--- config.mk ---
export PLATFORM = sky130hd
export DESIGN_NAME = hazard_forwarding_unit
export DESIGN_NICKNAME = d
export VERILOG_FILES = /design/src/rtl/hazard_pkg.sv /design/src/rtl/hazard_match.sv /design/src/rtl/hazard_forwarding_unit.sv
export SDC_FILE = /design/constraint.sdc
export NUM_CORES = 1
export LEC_CHECK = 0
export CORE_MARGIN = 3
export CORE_UTILIZATION = 41
export CTS_BUF_LIST = sky130_fd_sc_hd__clkbuf_4
export CTS_CLUSTER_DIAMETER = 200
export CTS_CLUSTER_SIZE = 20
export DETAILED_ROUTE_END_ITERATION = 10
export PLACE_DENSITY = 0.77
export SLEW_MARGIN = 5
export SYNTH_ARGS = -nofsm -noshare
export SYNTH_HDL_FRONTEND = slang
export SYNTH_SLANG_ARGS = --single-unit
--- constraint.sdc ---
create_clock -name clk -period 2.4 [get_ports clk]
set_clock_uncertainty 0.15 [all_clocks]
set_input_delay 0.48 -clock clk [delete_from_list [all_inputs] [get_ports clk]]
set_output_delay 0.48 -clock clk [all_outputs]
set_load 0.1 [all_outputs]
--- src/rtl/hazard_pkg.sv ---
// Shared types and select encodings for the hazard/forwarding controller.
package hazard_pkg;
  localparam int MAX_ADDR_W = 8;

  localparam logic [1:0] FWD_RF   = 2'd0;
  localparam logic [1:0] FWD_WB   = 2'd1;
  localparam logic [1:0] FWD_MEM1 = 2'd2;

  typedef struct packed {
    logic                  valid;
    logic                  regWrite;
    logic                  memRead;
    logic [MAX_ADDR_W-1:0] dest;
  } sb_entry_t;
endpackage

--- src/rtl/hazard_match.sv ---
// Youngest-match priority encoder over the in-flight producer scoreboard.
module hazard_match
  import hazard_pkg::*;
#(
  parameter int DEPTH = 3,
  parameter int START = 0,
  parameter int POS_W = 2
) (
  input  sb_entry_t [DEPTH-1:0]  sb,
  input  logic [MAX_ADDR_W-1:0]  addr,
  input  logic                   used,
  output logic                   hit,
  output logic [POS_W-1:0]       pos,
  output logic                   isLoad
);
  // Scan oldest to youngest so the lowest position wins.
  always_comb begin
    hit    = 1'b0;
    pos    = '0;
    isLoad = 1'b0;
    for (int k = DEPTH-1; k >= START; k--) begin
      if (used && sb[k].valid && sb[k].regWrite && sb[k].dest != '0 && sb[k].dest == addr) begin
        hit    = 1'b1;
        pos    = POS_W'(k);
        isLoad = sb[k].memRead;
      end
    end
  end
endmodule

--- src/rtl/hazard_forwarding_unit.sv ---
// Hazard detection, EX/ID forwarding selects and stall counter for a pipeline with L MEM stages.
module hazard_forwarding_unit
  import hazard_pkg::*;
#(
  parameter int REG_ADDR_W  = 5,
  parameter int MEM_LATENCY = 1,
  parameter int SEL_W       = $clog2(MEM_LATENCY+2),
  parameter int CNT_W       = 16
) (
  input  logic                  clk,
  input  logic                  reset,
  input  logic [REG_ADDR_W-1:0] addressRsId,
  input  logic [REG_ADDR_W-1:0] addressRtId,
  input  logic                  useRsId,
  input  logic                  useRtId,
  input  logic [REG_ADDR_W-1:0] destId,
  input  logic                  regWriteId,
  input  logic                  memReadId,
  input  logic                  branchId,
  input  logic                  flushId,
  output logic                  hazard,
  output logic [SEL_W-1:0]      forwardingMux0Ex,
  output logic [SEL_W-1:0]      forwardingMux1Ex,
  output logic [1:0]            forwardingBranch0Id,
  output logic [1:0]            forwardingBranch1Id,
  output logic [CNT_W-1:0]      stallCount
);
  localparam int DEPTH = MEM_LATENCY + 2;
  localparam logic [SEL_W-1:0] WB_SEL  = SEL_W'(MEM_LATENCY + 1);
  localparam logic [SEL_W-1:0] LAT_SEL = SEL_W'(MEM_LATENCY);

  sb_entry_t [DEPTH-1:0]  sb;
  logic [REG_ADDR_W-1:0]  exRs, exRt;
  logic                   exUseRs, exUseRt;

  // Sources 0/1 are the EX operands (scan from MEM1), 2/3 the ID operands (scan from EX).
  logic [3:0][MAX_ADDR_W-1:0] srcAddr;
  logic [3:0]                 srcUse, hit, isLoad;
  logic [3:0][SEL_W-1:0]      pos;

  assign srcAddr[0] = MAX_ADDR_W'(exRs);
  assign srcAddr[1] = MAX_ADDR_W'(exRt);
  assign srcAddr[2] = MAX_ADDR_W'(addressRsId);
  assign srcAddr[3] = MAX_ADDR_W'(addressRtId);
  assign srcUse[0]  = sb[0].valid & exUseRs;
  assign srcUse[1]  = sb[0].valid & exUseRt;
  assign srcUse[2]  = useRsId;
  assign srcUse[3]  = useRtId;

  for (genvar g = 0; g < 4; g++) begin : gMatch
    hazard_match #(.DEPTH(DEPTH), .START(g < 2 ? 1 : 0), .POS_W(SEL_W)) uMatch (
      .sb(sb), .addr(srcAddr[g]), .used(srcUse[g]),
      .hit(hit[g]), .pos(pos[g]), .isLoad(isLoad[g])
    );
  end

  function automatic logic [SEL_W-1:0] exSel(input logic h, input logic ld, input logic [SEL_W-1:0] p);
    if (!h)          return '0;
    if (p == WB_SEL) return SEL_W'(FWD_WB);
    if (ld)          return '0;  // load data only exists after WB
    return p + SEL_W'(1);
  endfunction

  function automatic logic [1:0] idSel(input logic h, input logic ld, input logic [SEL_W-1:0] p);
    if (h && p == WB_SEL)              return FWD_WB;
    if (h && p == SEL_W'(1) && !ld)    return FWD_MEM1;
    return FWD_RF;
  endfunction

  function automatic logic srcStall(input logic h, input logic ld, input logic br,
                                    input logic [SEL_W-1:0] p);
    return h && ((ld && p < LAT_SEL) ||
                 (br && p == '0) ||
                 (br && ld && p != '0 && p <= LAT_SEL));
  endfunction

  assign forwardingMux0Ex    = exSel(hit[0], isLoad[0], pos[0]);
  assign forwardingMux1Ex    = exSel(hit[1], isLoad[1], pos[1]);
  assign forwardingBranch0Id = idSel(hit[2], isLoad[2], pos[2]);
  assign forwardingBranch1Id = idSel(hit[3], isLoad[3], pos[3]);

  // A squashed instruction never stalls; flush takes precedence.
  assign hazard = ~flushId & (srcStall(hit[2], isLoad[2], branchId, pos[2]) |
                              srcStall(hit[3], isLoad[3], branchId, pos[3]));

  always_ff @(posedge clk or negedge reset) begin
    if (!reset) begin
      sb         <= '0;
      exRs       <= '0;
      exRt       <= '0;
      exUseRs    <= 1'b0;
      exUseRt    <= 1'b0;
      stallCount <= '0;
    end else begin
      for (int k = DEPTH-1; k > 0; k--) sb[k] <= sb[k-1];
      if (hazard || flushId) begin
        sb[0]   <= '0;
        exUseRs <= 1'b0;
        exUseRt <= 1'b0;
      end else begin
        sb[0]   <= '{valid: 1'b1, regWrite: regWriteId, memRead: memReadId,
                     dest: MAX_ADDR_W'(destId)};
        exUseRs <= useRsId;
        exUseRt <= useRtId;
      end
      exRs <= addressRsId;
      exRt <= addressRtId;
      if (hazard && stallCount != '1) stallCount <= stallCount + CNT_W'(1);
    end
  end
endmodule

After elaboration in Yosys (flattened, before gate mapping)
Cells that the tools add are included.

Bits in registers: 61. Latch bits: 0. Bits in writable memories: 0. ROM bits: 0. Input bits: 23. Output and inout bits: 25. Logic and storage cells: 188. Memories: 0.

$add $sub $neg: 3. $mul: 0. Div/mod/pow operators: 0. Order comparisons: 4. Eq/ne operators: 17. Shift operators: 0. Mux-type cells: 69. Bitwise logic cells: 5. Reduce and logical (&&, ||, !) cells: 73.

Operators by type and width (number): 8-bit by 5-bit equality test with 1-bit output (10); 2-bit two-way mux (30); 1-bit logical AND (59); 1-bit two-way mux (38); 8-bit nonzero test (3); 16-bit by 1-bit adder with 16-bit output (second input constant) (1); 16-bit inequality test (second input constant) (1); 11-bit two-way mux (1); 2-bit equality test (second input constant) (4); 1-bit logical OR (5); 2-bit by 1-bit adder with 2-bit output (second input constant) (2); 2-bit by 1-bit equality test with 1-bit output (second input constant) (2); 2-bit by 1-bit less-or-equal comparator with 1-bit output (second input constant) (2); 2-bit zero test (2); 2-bit by 1-bit less-than comparator with 1-bit output (second input constant) (2); 2-bit nonzero test (2); 1-bit AND (3); 1-bit zero test (2); 1-bit NOT (1); 1-bit OR (1).

Depth between registers and ports, before layout
Depth after elaboration: 16. Depth in mapped cells: 9. Depth with buffers taken out: 8.

Modules after synthesis
Synthesis repeated with hierarchy kept, for this count alone.

Cells, all modules: 328. Area, all modules: 3342.0 µm².

Modules (own cells, without submodules): hazard_forwarding_unit (instances 1, cells each 146, area an instance 1983.2 µm², seq. area each 1301.2 µm²); hazard_match at gMatch[2].uMatch ... (instances 2, cells each 56, area an instance 410.4 µm², seq. area each 0.0 µm²); hazard_match at gMatch[0].uMatch ... (instances 2, cells each 35, area an instance 269.0 µm², seq. area each 0.0 µm²).

Least setup slack after synthesis
Ideal clock, no wire load.

Path type: register to output. Start: reg, netlist name sb[11]. End: out forwardingBranch0Id[0]. Data arrival time: 4.423 ns. Required time: 1.770 ns. Slack: -2.653 ns. Stages on the path, launching flop included: 6. Path buffers: 1. Cells stage by stage: dfrtp_1 buf_6 or4_4 o211a_4 nand2_1 nor4b_1.

Word-level cells in the longest chain between the ends: 12. Elaborated cells between the ends (all ways): 22. Those cells by class: eq/ne (3); mux (12); reduce/logical (7).

RTL lines: 8-bit nonzero test (line hazard_match.sv:22) `if (used && sb[k].valid && sb[k].regWrite && sb[k].dest != '0 && sb[k].dest == addr) begin`; 1-bit logical AND (line hazard_match.sv:22); 1-bit logical AND * (line hazard_match.sv:22); 2-bit two-way mux (2 in a row) (line hazard_match.sv:22); 2-bit by 1-bit equality test with 1-bit output (line hazard_forwarding_unit.sv:66) `if (h && p == SEL_W'(1) && !ld) return FWD_MEM1;`; 1-bit logical AND (2 in a row) (line hazard_forwarding_unit.sv:66); 1-bit two-way mux (2 in a row) (line hazard_forwarding_unit.sv:66); 2-bit two-way mux (line hazard_forwarding_unit.sv:67) `return FWD_RF;`; 2-bit two-way mux * (line hazard_forwarding_unit.sv:66); to (decl) (line hazard_forwarding_unit.sv:24) `output logic [1:0] forwardingBranch0Id,`.

Mark *: on every way between the ends. The rest lies on a longest branch, timed or not. The select of a mux whose other input is x is not followed.

Worst setup path after layout
Start: in addressRtId[0]. End: out forwardingBranch1Id[0].

Word-level cells in the longest chain between the ends: 12. Elaborated cells between the ends (all ways): 27. Those cells by class: eq/ne (5); mux (15); reduce/logical (7).

RTL lines: from (decl) (line hazard_forwarding_unit.sv:13) `input logic [REG_ADDR_W-1:0] addressRtId,`; 8-bit by 5-bit equality test with 1-bit output (line hazard_match.sv:22); 1-bit logical AND (line hazard_match.sv:22); 2-bit two-way mux (3 in a row) (line hazard_match.sv:22); 2-bit by 1-bit equality test with 1-bit output (line hazard_forwarding_unit.sv:66); 1-bit logical AND (2 in a row) (line hazard_forwarding_unit.sv:66); 1-bit two-way mux (2 in a row) (line hazard_forwarding_unit.sv:66); 2-bit two-way mux (line hazard_forwarding_unit.sv:67); 2-bit two-way mux * (line hazard_forwarding_unit.sv:66); to (decl) (line hazard_forwarding_unit.sv:25) `output logic [1:0] forwardingBranch1Id,`.

Marked as above.

==> out/summary.md <==
• 0 — residual overflow from global routing
• 2.896 ns — shortest clock period the worst path allows after layout
• 0 — number of routed nets with antenna violations
• 0.37 ns — worst skew pair latency
• 7 — number of cells on the worst reg-to-reg path
• 120.7% — crit share post-route
• input port to primary output — kind of critical path
• 7195 um2 — full die area
• sky130_fd_sc_hd__dfrtp_1 50%, sky130_fd_sc_hd__xor2_1 13%, sky130_fd_sc_hd__xnor2_1 9.3%, sky130_fd_sc_hd__and2_1 2.7%, sky130_fd_sc_hd__and3_1 2.2% — synth top area cells
• 48 — I/O pins
• 15.7% — combinational cell fraction of total power
• 35 — number of distinct library cell variants in the gate-level netlist after synthesis
• 368 — placed cell count
• 3983 um2 — Layout Cell Area excl Fill
• 25.17% — switching fraction of total power
• -0.4961 ns — fin worst setup slack
• 0.4578 mW — switching power summed over all nets
• 11.32 um2 — syn avg cell area
• 20 — count of final setup violators
• 33.2% — Clk pwr share
• 18.87% — GRT Util Overall
• 0 — Ant. Diodes
• 0.8458 — final weighted congestion in routability-driven placement
• 0.02625 ns — hold slack
• 38 — maximum number of pins on one net before global-route repair
• 84.83 um — die span in y
• sky130_fd_sc_hd__buf_4 — most common library cell in the layout ignoring fill and taps
• 2547 um2 — area of the mapped netlist
• 398 — Final Instance Count excl. Fillers
• 10,750 um — wire length of the first global-routing pass
• 4 — Critical Path Fanout Max
• 0 — count of hold-fix buffers inserted at cts
• 100.0% — share of synthesized flip-flops with an asynchronous set or reset
• 1.799 nW — leakage power summed over all cells
• sky130_fd_sc_hd__dfrtp_1 — Synth Flop Type
• 1.77 ns — critical path data required time
• sb[12] — Worst R2R Start
• 50.10% — sequential cell area fraction in the yosys report
• sky130_fd_sc_hd__dfrtp_1 — Synth area leader
• 1305 um2 — footprint of the flip-flops and latches
• 4678 um — half-perimeter wire length after detailed placement
• forwardingBranch1Id[0] — worst setup path endpoint
• stallCount[1] — endpoint of the lowest-slack register-to-register path
• negative setup slack — violations in the final reports
• 6738 um — total length of routed wires
• 225 — count of mapped cells out of synthesis
• 112 — DRT iter0 DRCs
• 346 — Final Net Count
• 51 — flops & latches, synth
• 249 — net count after synthesis
• 345.3 MHz — Max Freq
• -0.05 ns — R2R Setup Slk
• 48.61% — share of final-layout standard cells stronger than drive strength 1
• 28 — num rows
• 50.10% — fraction of synthesized cell area taken by the top area cell type
• 2,145 — via count of the first global-routing pass
• 1545 um2 — combined area of the multi-input logic cells
• 56.34% — Layout area overhead
• 0 — Slew Viols, Final
• 66.87% — post-layout utilization of the core
• 0 — number of enable-type register cells in the synthesized netlist
• input port to asynchronous set/reset pin — path class of the lowest-slack min-delay path
• 16.93 um — DR WL/cell
• 42.77% — Initial Utilization
• 0 — final hold vios
• 0 — number of antenna violations at the first check in global routing
• 84.83 um — Die X-Extent
• complete, but fails checks — status
• 0.3589 mV — maximum vdd ir drop
• 0 — yosys warns
• 51 — clock sink count
• 2.27 ns — crit path DAT
• 2 — H-tree depth
• primary output — crit path capture type
• yes — setup repair after global routing missed its margin
• 51.2% — portion of total power attributed to sequential cells
• 47 — buffers added on ports
• 5 — CTS buffer count
• 3502 um2 — instance area after placement
• 438 — Fillers
• input port — Startpoint Class
• addressRtId[0] — worst setup path startpoint
• 5.131 — Via-to-Cell Ratio
• 0 — max-cap check violation count
• 0.15 ns — Reg clk slew, reported paths
• 2,042 — number of vias after detailed routing
• 1.361 mW — Power Internal
• 59 x sky130_fd_sc_hd__buf_4, 37 x sky130_fd_sc_hd__xor2_1, 32 x sky130_fd_sc_hd__dfrtp_1, 25 x sky130_fd_sc_hd__xnor2_1, 17 x sky130_fd_sc_hd__dfrtp_2 — commonest non-fill, non-tap cells in the layout
• built — TritonCTS clock tree
• 5956 um2 — area of the core
• sky130_fd_sc_hd__clkbuf_4 — library cell used as clock root buffer
• 44.54% — Rel. slew slack
• 2 — largest buffer count on any clock path
• 0 — final routed DRC violation total
• 4 — router iterations before antenna repair
• 456.7 nW/um2 — power density over the cells
• 0.8320 ns — transition time of the tightest slew-check pin
worst min path at each step:
stage	startpoint	to	slack (ns)	cells after the start
2_1_floorplan	reset	exRs[0]	0.03	0
3_3_place_gp	sb[9]	sb[20]	0.21	0
3_5_place_dp	sb[9]	sb[20]	0.21	0
4_1_cts	reset	exUseRs	0.06	1
5_1_grt	reset	stallCount[8]	0.05	1
6_report	reset	stallCount[8]	0.03	1
flip-flops by register name, indices dropped and copies added, names as in the netlist:
name and cells:
exRt 5, exUseRs 1, sb 23, exRs 5
stallCount 16, exUseRt 1
power groups by stage:
stage | registers (mW) | clock network [mW] | logic [mW]
5_1_grt | 0.935 | 0.650 | 0.307
3_5_place_dp | 0.947 | 0 | 0.252
3_3_place_gp | 0.945 | 0 | 0.247
2_1_floorplan | 0.954 | 0 | 0.123
4_1_cts | 0.929 | 0.605 | 0.276
6_report | 0.930 | 0.603 | 0.285
cells in the mapped netlist, types with 2 or more instances:
library cell / number
sky130_fd_sc_hd__nand2_1: 6
sky130_fd_sc_hd__nand4_1: 6
sky130_fd_sc_hd__clkbuf_1: 5
sky130_fd_sc_hd__buf_2: 4
sky130_fd_sc_hd__nor2b_1: 4
sky130_fd_sc_hd__nor3_1: 2
sky130_fd_sc_hd__nand2b_1: 5
sky130_fd_sc_hd__or4_1: 4
sky130_fd_sc_hd__nor4b_1: 2
sky130_fd_sc_hd__o211ai_1: 3
sky130_fd_sc_hd__dfrtp_1: 51
sky130_fd_sc_hd__and3_1: 9
sky130_fd_sc_hd__and2_1: 11
sky130_fd_sc_hd__nand3_1: 10
sky130_fd_sc_hd__xor2_1: 37
sky130_fd_sc_hd__xnor2_1: 27
sky130_fd_sc_hd__nor2_1: 14
sky130_fd_sc_hd__nor4_1: 8
metal layers:
metal | GRT usage, % | up-vias | routed length, um | share of wire (%)
li1 | - | 968 | - | -
met1 | 24.23 | 1026 | 2921 | 43
met2 | 32.81 | 41 | 3566 | 53
met3 | 2.816 | 7 | 163 | 2.4
met4 | 6.043 | 0 | 87 | 1.3
met5 | 0 | - | 0 | 0
per-stage QoR:
stage	setup slack [ns]	setup TNS (ns)	power (mW)
CTS	-0.4799	-3.339	1.810
detailed placement	-0.5928	-14.21	1.198
floorplan	-0.6305	-2.256	1.077
global placement	-0.5512	-12.72	1.192
finish	-0.4961	-3.671	1.819
global route	-0.5683	-6.414	1.893
kinds of logic (layout without fill, tap and decap cells):
group           Yosys count  after routing  share of synthesized area, %
simple gates             88             89                         20.43
xor+xnor                 64             64                         22.00
flops                    51             51                         50.10
buf+inv                  11            107                         2.554
compound gates            8              9                         3.536
mux                       2              2                        0.8840
fa+ha+maj                 1              1                        0.4911
worst max-delay path, stage by stage:
cell	delay (ns)
sky130_fd_sc_hd__clkdlybuf4s50_1	0.51
sky130_fd_sc_hd__buf_4	0.19
sky130_fd_sc_hd__xnor2_1	0.11
sky130_fd_sc_hd__and3_2	0.24
sky130_fd_sc_hd__nor2b_2	0.21
sky130_fd_sc_hd__nor4b_4	0.31
sky130_fd_sc_hd__buf_12	0.21
final cells by class:
type | count | area share, %
multi-input combinational | 165 | 38.80
sequential | 51 | 32.77
timing repair buffer | 99 | 23.44
tap | 75 | 2.356
clock inverter | 3 | 1.697
clock buffer | 5 | 0.9425
timing repair:
| action | in CTS | in global routing |
|---|---|---|
| setup endpoints to repair | 29 | 31 |
| resized for setup | 34 | 30 |
| buffers inserted | 16 | 7 |
| cloned | 1 | 1 |
| pin swaps | 23 | 25 |
(Power assumes the default switching activity.)
